$ cat src/rtl/div_seq.sv
// ----------------------------------------------------------------------------
// div_seq : multi-cycle radix-2 restoring divider for the execute stage.
//
// Runs DIV (signed) / DIVU (unsigned) over WIDTH iterations while holding the
// pipeline stalled, then presents {remainder, quotient} ({HI, LO}) together
// with a one-cycle ready pulse. Divide-by-zero bypasses the iteration loop.
// A flush (annul) cancels any operation in progress without a ready pulse.
//
// Ports
//   clk        in   rising-edge clock
//   resetn     in   synchronous active-low reset
//   alucontrol in   [7:0]  E-stage ALU op (EXE_DIV_OP = signed, else unsigned)
//   start      in   E-stage holds a valid DIV/DIVU (held until stage advances)
//   annul      in   flush / exception, cancels the current operation
//   opdata1    in   [WIDTH-1:0] dividend
//   opdata2    in   [WIDTH-1:0] divisor
//   result     out  [2*WIDTH-1:0] {remainder, quotient}
//   ready      out  result valid, one-cycle pulse in END
//   stall      out  combinational pipeline stall request
// ----------------------------------------------------------------------------
module div_seq #(
  parameter int         WIDTH      = 32,
  parameter logic [7:0] EXE_DIV_OP = 8'b0001_1010
) (
  input  logic                 clk,
  input  logic                 resetn,
  input  logic [7:0]           alucontrol,
  input  logic                 start,
  input  logic                 annul,
  input  logic [WIDTH-1:0]     opdata1,
  input  logic [WIDTH-1:0]     opdata2,
  output logic [2*WIDTH-1:0]   result,
  output logic                 ready,
  output logic                 stall
);

  localparam int CNT_W = (WIDTH > 1) ? $clog2(WIDTH) : 1;

  typedef enum logic [1:0] {
    S_IDLE    = 2'd0,
    S_DIVZERO = 2'd1,
    S_ON      = 2'd2,
    S_END     = 2'd3
  } state_t;

  // Two's-complement negate when requested; modulo-2^WIDTH wrap makes the
  // most-negative / -1 case come out as the expected overflow value.
  function automatic logic [WIDTH-1:0] f_cond_neg(input logic [WIDTH-1:0] v,
                                                  input logic             neg);
    f_cond_neg = neg ? ((~v) + WIDTH'(1)) : v;
  endfunction

  state_t               r_state;
  logic [CNT_W-1:0]     r_cnt;
  logic [2*WIDTH-1:0]   r_result;
  logic                 r_ready;

  logic [WIDTH-1:0]     r_rem;     // partial remainder
  logic [WIDTH-1:0]     r_quo;     // dividend shifting out / quotient shifting in
  logic [WIDTH-1:0]     r_div;     // divisor magnitude
  logic                 r_neg_q;   // operand signs differ
  logic                 r_neg_r;   // dividend was negative

  logic                 w_signed;
  logic                 w_op1_neg;
  logic                 w_op2_neg;
  logic                 w_div_zero;
  logic [WIDTH-1:0]     w_abs1;
  logic [WIDTH-1:0]     w_abs2;
  logic [WIDTH:0]       w_shift;
  logic [WIDTH:0]       w_diff;
  logic                 w_fit;
  logic [WIDTH-1:0]     w_rem_nxt;
  logic [WIDTH-1:0]     w_quo_nxt;

  // Anything other than DIV runs unsigned; decode qualifies start.
  assign w_signed   = (alucontrol == EXE_DIV_OP);
  assign w_op1_neg  = w_signed & opdata1[WIDTH-1];
  assign w_op2_neg  = w_signed & opdata2[WIDTH-1];
  assign w_div_zero = (opdata2 == '0);
  assign w_abs1     = f_cond_neg(opdata1, w_op1_neg);
  assign w_abs2     = f_cond_neg(opdata2, w_op2_neg);

  // One restoring step: shift in the next dividend bit, trial-subtract, keep
  // the difference only if it did not borrow.
  assign w_shift   = {r_rem, r_quo[WIDTH-1]};
  assign w_diff    = w_shift - {1'b0, r_div};
  assign w_fit     = ~w_diff[WIDTH];
  assign w_rem_nxt = w_fit ? w_diff[WIDTH-1:0] : w_shift[WIDTH-1:0];
  assign w_quo_nxt = {r_quo[WIDTH-2:0], w_fit};

  assign stall  = ~annul & (((r_state == S_IDLE) & start) |
                            (r_state == S_ON) | (r_state == S_DIVZERO));
  assign result = r_result;
  assign ready  = r_ready;

  // Datapath registers: no reset, they are always reloaded on a new start.
  // On a zero divisor r_quo keeps the raw dividend for the remainder field.
  always_ff @(posedge clk) begin
    if ((r_state == S_IDLE) && start && !annul) begin
      r_rem   <= '0;
      r_quo   <= w_div_zero ? opdata1 : w_abs1;
      r_div   <= w_abs2;
      r_neg_q <= w_op1_neg ^ w_op2_neg;
      r_neg_r <= w_op1_neg;
    end else if (r_state == S_ON) begin
      r_rem <= w_rem_nxt;
      r_quo <= w_quo_nxt;
    end
  end

  // Control FSM with registered ready/result.
  always_ff @(posedge clk) begin
    if (!resetn) begin
      r_state  <= S_IDLE;
      r_cnt    <= '0;
      r_result <= '0;
      r_ready  <= 1'b0;
    end else begin
      r_ready <= 1'b0;
      if (annul) begin
        r_state <= S_IDLE;
      end else begin
        case (r_state)
          S_IDLE: begin
            if (start) begin
              r_cnt   <= '0;
              r_state <= w_div_zero ? S_DIVZERO : S_ON;
            end
          end
          S_ON: begin
            r_cnt <= r_cnt + CNT_W'(1);
            // Last step: correct signs on the final step values directly.
            if (r_cnt == CNT_W'(WIDTH - 1)) begin
              r_state  <= S_END;
              r_ready  <= 1'b1;
              r_result <= {f_cond_neg(w_rem_nxt, r_neg_r),
                           f_cond_neg(w_quo_nxt, r_neg_q)};
            end
          end
          S_DIVZERO: begin
            r_state  <= S_END;
            r_ready  <= 1'b1;
            r_result <= {r_quo, {WIDTH{1'b1}}};
          end
          // start seen here still belongs to the finished instruction.
          S_END:   r_state <= S_IDLE;
          default: r_state <= S_IDLE;
        endcase
      end
    end
  end

endmodule

$ cat config.mk
export PLATFORM = sky130hd
export DESIGN_NAME = div_seq
export DESIGN_NICKNAME = d
export VERILOG_FILES = /design/src/rtl/div_seq.sv
export SDC_FILE = /design/constraint.sdc
export NUM_CORES = 1
export LEC_CHECK = 0
export CORE_UTILIZATION = 32
export CTS_CLUSTER_SIZE = 12
export DETAILED_ROUTE_END_ITERATION = 7
export GPL_ROUTABILITY_DRIVEN = 0
export PLACE_DENSITY_LB_ADDON = 0.1
export SLEW_MARGIN = 20
export SYNTH_ARGS = -nofsm -noshare
export SYNTH_HDL_FRONTEND = slang
export SYNTH_SLANG_ARGS = --single-unit
$ cat constraint.sdc
create_clock -name clk -period 7.5 [get_ports clk]
set_input_delay 0.75 -clock clk [delete_from_list [all_inputs] [get_ports clk]]
set_output_delay 0.75 -clock clk [all_outputs]
set_load 0.01 [all_outputs]
==> results.rst <==
.. list-table::
   :header-rows: 1

   * - Metric
     - Value
   * - Status
     - completed
   * - Post-synthesis mux area share
     - 3.58%
   * - Ratio of cells with drive above 1 in the final layout
     - 5.41%
   * - First-iteration detailed-routing DRC count
     - 771
   * - Slew at the pin with the worst max-slew slack
     - 1.10 ns
   * - Worst setup SP type
     - flip-flop
   * - Syn Std Cell Area
     - 11800 µm²
   * - Compound-gate portion of the synthesized area
     - roughly a quarter
   * - Classification of the worst-slack hold path
     - flip-flop to flip-flop
   * - Unrepaired setup endpoints after global routing
     - no
   * - Number of fill cells
     - roughly 3800
   * - Quantity of gates resized following cts
     - 0
   * - Detailed placement HPWL
     - slightly above 30 mm
   * - Combinational family with the most area after synthesis
     - compound AO/OA/AOI/OAI gates
   * - Start-to-end type of the worst setup path
     - flip-flop to flip-flop
   * - Routed vias
     - 11100
   * - Count of warnings emitted by yosys
     - 0
   * - Root buffer selected by CTS
     - sky130_fd_sc_hd__clkbuf_16
   * - Number of standard-cell rows in the floorplan
     - 70
   * - Combined flip-flop and latch cell area
     - 4060 µm²
   * - Endpoint of the most critical register-to-register path
     - result[60]
   * - Initial Util
     - 32.4%
   * - Static leakage
     - 5.19 nW
   * - Placed inst area
     - 13600 µm²
   * - Startpoint of the most critical register-to-register path
     - r_quo[31]
   * - Worst clock skew
     - about 0.012 ns
   * - Wire length after detailed routing
     - about 40 mm
   * - Instance count of the mapped netlist
     - 1447
   * - Post-layout net count
     - 1658
   * - Critical hold path startpoint
     - result[40]
   * - Count of antenna-violating nets left after detailed routing
     - 0
   * - Capturing element type of the critical path
     - flip-flop
   * - Most instantiated flip-flop cell in the synthesis netlist
     - sky130_fd_sc_hd__dfxtp_1
   * - Share of flip-flops with an asynchronous set or reset after synthesis
     - 0%
   * - Pwr/cell area
     - approximately 280 nW/µm²
   * - Final count of pins violating max slew
     - 0
   * - Die footprint
     - 37700 µm²
   * - Initial antenna violation count
     - 0
   * - Detail-routed net length per standard cell
     - 19.8 µm
   * - I/O Pins
     - 142
   * - Slack of the worst reg-to-reg path
     - 2.25 ns
   * - Port Buf Inserts
     - between 100 and 150
   * - Syn Nets
     - 1565
   * - Destination of the critical timing path
     - result[60]
   * - Max-cap violations
     - 0
   * - Flip-flop and latch count after synthesis
     - 170
   * - Core box area
     - 36400 µm²
   * - Highest fanout seen on the critical path
     - 11
   * - Fmax
     - between 150 and 200 MHz
   * - Crit. Startpoint
     - r_quo[31]
   * - Post-detailed-route DRC marker count
     - 0
   * - Post-synthesis share of cell area spent on and, or, nand and nor gates
     - 18.9%
   * - Post-detailed-route via-to-cell ratio
     - ~5.5
   * - Area added between synthesis and finish
     - 20.4%
   * - CTS Hold Buffers Added
     - 0
   * - Cells along the critical path
     - inv_1, ha_1, fa_1, nor2b_4, o31a_1, o211ai_2, a31oi_2, o21a_1, nor2_2, inv_2, nor2_1, a21oi_1, ha_1, inv_1, nor4_1, a31oi_1, nor4_1, a41oi_1, xnor2_1, a21oi_1
   * - Maximum number of pins on one net before global-route repair
     - 80
   * - Via count of the first global-routing pass
     - 10800
   * - Critical Path RT
     - 7.81 ns
   * - Source-to-sink clock delay at the later pin of the worst-skew pair
     - 0.45 ns
   * - Clock buffer count from CTS
     - 17
   * - GR Util All Layers
     - 21.4%
   * - Count of different cell masters after synthesis
     - 75
   * - H-tree Lvls
     - 4
   * - Drt pass-1 iters
     - 5
   * - Post-CTS setup buffer count
     - 0
   * - X dimension of the die
     - between 150 and 200 µm
   * - Die H
     - 194 µm
   * - Power consumption
     - roughly 0.004 W
   * - Number of enable-type register cells in the synthesized netlist
     - 66
   * - CTS max path bufs
     - 2
   * - Period utilization
     - 69.9%
   * - Cell area after layout
     - roughly 14000 µm²
   * - Clock slew at the register clock pins of the worst setup and hold paths
     - ~0.08 ns
   * - Data arrival, critical path
     - 5.55 ns
   * - Count of clock tree sinks
     - 170
   * - Gr ovfl total
     - 0
   * - Aggregate negative setup slack
     - 0 ns
   * - Post-synthesis sequential area ratio
     - ~34%
   * - Clock tree from TritonCTS
     - built
   * - Min Tclk post-route
     - 5.25 ns
   * - Worst relative slew slack
     - 26.6%
   * - Post-Synth XOR/XNOR Area
     - under 10%
   * - Multi-input gate area in the final layout
     - 7220 µm²
   * - Syn avg cell area
     - 8.16 µm²
   * - Final Hold Violating Endpoints
     - 0
   * - Cell type of the slowest stage on the worst timing path
     - sky130_fd_sc_hd__nor4_1
   * - Final setup violation count
     - 0
   * - Stage delay of the slowest cell on the critical path
     - 0.52 ns
   * - Wire length of the first global-routing pass
     - 62.8 mm
   * - Adder and majority gate portion of the synthesized area
     - 4.51%
   * - Peak supply drop
     - 162 µV
   * - Number of antenna repair diodes
     - 0
   * - Depth of the most critical reg-to-reg path
     - 20
-- placed cells by master, fill, tap and decap left out, types with 7 or more instances in the layout --
master and count:
sky130_fd_sc_hd__nor2_1 165, sky130_fd_sc_hd__a21oi_1 154, sky130_fd_sc_hd__clkdlybuf4s50_1 140, sky130_fd_sc_hd__nand2_1 108
sky130_fd_sc_hd__dfxtp_1 104, sky130_fd_sc_hd__o21ai_0 99, sky130_fd_sc_hd__xor2_1 70, sky130_fd_sc_hd__edfxtp_1 66
sky130_fd_sc_hd__xnor2_1 61, sky130_fd_sc_hd__inv_1 60, sky130_fd_sc_hd__ha_1 40, sky130_fd_sc_hd__a211oi_1 38
sky130_fd_sc_hd__mux2i_1 31, sky130_fd_sc_hd__nor3_1 30, sky130_fd_sc_hd__o31ai_1 25, sky130_fd_sc_hd__nor4_1 24
sky130_fd_sc_hd__a31oi_1 20, sky130_fd_sc_hd__nand2b_1 19, sky130_fd_sc_hd__and2_1 18, sky130_fd_sc_hd__o211ai_1 18
sky130_fd_sc_hd__o41ai_1 18, sky130_fd_sc_hd__nand3_1 17, sky130_fd_sc_hd__clkbuf_16 17, sky130_fd_sc_hd__or3_1 16
sky130_fd_sc_hd__and3_1 14, sky130_fd_sc_hd__buf_4 14, sky130_fd_sc_hd__o21a_1 11, sky130_fd_sc_hd__or4_1 11
sky130_fd_sc_hd__nand4_1 10, sky130_fd_sc_hd__mux2_2 9, sky130_fd_sc_hd__a21o_1 8, sky130_fd_sc_hd__o22ai_1 7
-- layer usage --
| layer | GRT usage (%) | vias to the layer above | part of all wire (%) |
|---|---|---|---|
| met5 | 0 | - | 0 |
| met4 | 7.11 | 0 | 2.4 |
| met3 | 2.92 | 41 | 3.9 |
| met2 | 34.5 | 236 | 46 |
| met1 | 29.4 | 5367 | 47 |
| li1 | - | 5469 | - |
-- critical path: cells and delay by family (launching register included) --
family	cells	cell delay, ns
AO/OA/AOI/OAI	8	2.09
XOR/XNOR	1	0.28
adder cells (fa/ha/maj)	3	0.91
AND/OR/NAND/NOR	5	1.19
flip-flops	1	0.37
buffers and inverters	3	0.27
-- worst min path at each step --
stage / end / slack (ns) / cells past startpoint
2_1_floorplan: r_cnt[4] / 0.45 / 2
5_1_grt: r_cnt[4] / 0.50 / 2
3_3_place_gp: r_cnt[4] / 0.46 / 2
3_5_place_dp: r_cnt[4] / 0.47 / 2
4_1_cts: r_cnt[4] / 0.48 / 2
6_report: result[40] / 0.49 / 2
-- Yosys cell counts (4+ instances only) --
| library cell | n | area, µm² |
|---|---|---|
| sky130_fd_sc_hd__a21oi_1 | 155 | 776 |
| sky130_fd_sc_hd__mux2_2 | 9 | 101 |
| sky130_fd_sc_hd__ha_1 | 41 | 513 |
| sky130_fd_sc_hd__nor3b_1 | 6 | 45.0 |
| sky130_fd_sc_hd__o211ai_1 | 18 | 135 |
| sky130_fd_sc_hd__nand3_1 | 17 | 85.1 |
| sky130_fd_sc_hd__nor2b_1 | 6 | 37.5 |
| sky130_fd_sc_hd__buf_1 | 6 | 22.5 |
| sky130_fd_sc_hd__nor2_1 | 168 | 631 |
| sky130_fd_sc_hd__nand4_1 | 10 | 62.6 |
| sky130_fd_sc_hd__nor4_1 | 24 | 150 |
| sky130_fd_sc_hd__xnor2_1 | 61 | 534 |
| sky130_fd_sc_hd__a21o_1 | 8 | 60.1 |
| sky130_fd_sc_hd__o21bai_1 | 4 | 30.0 |
| sky130_fd_sc_hd__or2_2 | 6 | 37.5 |
| sky130_fd_sc_hd__mux2i_1 | 31 | 310 |
| sky130_fd_sc_hd__xor2_1 | 70 | 613 |
| sky130_fd_sc_hd__or4_1 | 11 | 82.6 |
| sky130_fd_sc_hd__edfxtp_1 | 66 | 1980 |
| sky130_fd_sc_hd__a41oi_1 | 6 | 52.6 |
| sky130_fd_sc_hd__a311oi_1 | 4 | 35.0 |
| sky130_fd_sc_hd__o41ai_1 | 18 | 158 |
| sky130_fd_sc_hd__buf_2 | 10 | 50.1 |
| sky130_fd_sc_hd__a21boi_0 | 5 | 37.5 |
| sky130_fd_sc_hd__a211oi_1 | 38 | 285 |
| sky130_fd_sc_hd__a31oi_1 | 20 | 125 |
| sky130_fd_sc_hd__nand2_1 | 108 | 405 |
| sky130_fd_sc_hd__o21ai_0 | 100 | 500 |
| sky130_fd_sc_hd__o211a_1 | 6 | 60.1 |
| sky130_fd_sc_hd__and2_1 | 18 | 113 |
| sky130_fd_sc_hd__o21a_1 | 11 | 82.6 |
| sky130_fd_sc_hd__and3_1 | 14 | 87.6 |
| sky130_fd_sc_hd__dfxtp_1 | 104 | 2080 |
| sky130_fd_sc_hd__nand2b_1 | 19 | 119 |
| sky130_fd_sc_hd__nor3_1 | 30 | 150 |
| sky130_fd_sc_hd__o22ai_1 | 7 | 43.8 |
| sky130_fd_sc_hd__or3_1 | 16 | 100 |
| sky130_fd_sc_hd__o31ai_1 | 25 | 188 |
| sky130_fd_sc_hd__clkbuf_1 | 63 | 236 |
| sky130_fd_sc_hd__inv_1 | 60 | 225 |
-- logic make-up (layout without fill, tap and decap cells) --
kind of cell	after synthesis	after routing
AO/OA/AOI/OAI	454	454
XOR/XNOR	131	131
adder cells (fa/ha/maj)	42	42
buffers and inverters	142	248
flip-flops	170	170
multiplexers	41	41
AND/OR/NAND/NOR	467	467
-- where the power goes --
group | switching [W] | total [W] | leakage, nW | internal (W)
Clock | 0.000433 | 0.000939 | 0.298 | 0.000506
Sequential | 0.000151 | 0.00122 | 1.47 | 0.00107
Combinational | 0.00111 | 0.00179 | 3.42 | 0.000681
-- cell type report --
type | count | area share, %
clock inverter | 15 | 1.28
tap | 468 | 4.12
timing repair buffer | 155 | 10.6
sequential | 170 | 28.6
multi-input combinational | 1135 | 50.8
inverter | 61 | 1.61
clock buffer | 17 | 2.99
-- stage by stage --
stage	utilization, %	setup slack [ns]	std cells	hold WS, ns
2_1_floorplan	-	2.82	1447	0.451
3_3_place_gp	37.4	2.46	1989	0.461
3_5_place_dp	37.4	2.38	1989	0.473
4_1_cts	39.0	2.34	2021	0.485
5_1_grt	39.0	1.83	2021	0.497
6_report	39.0	2.25	2021	0.487
-- sequential cells by signal, indices dropped and copies added, names as in the netlist --
register	flops
r_neg_r	1
r_neg_q	1
r_state	2
r_cnt	5
result	64
r_quo	32
r_div	32
r_rem	32
ready	1
(Power assumes the default switching activity.)
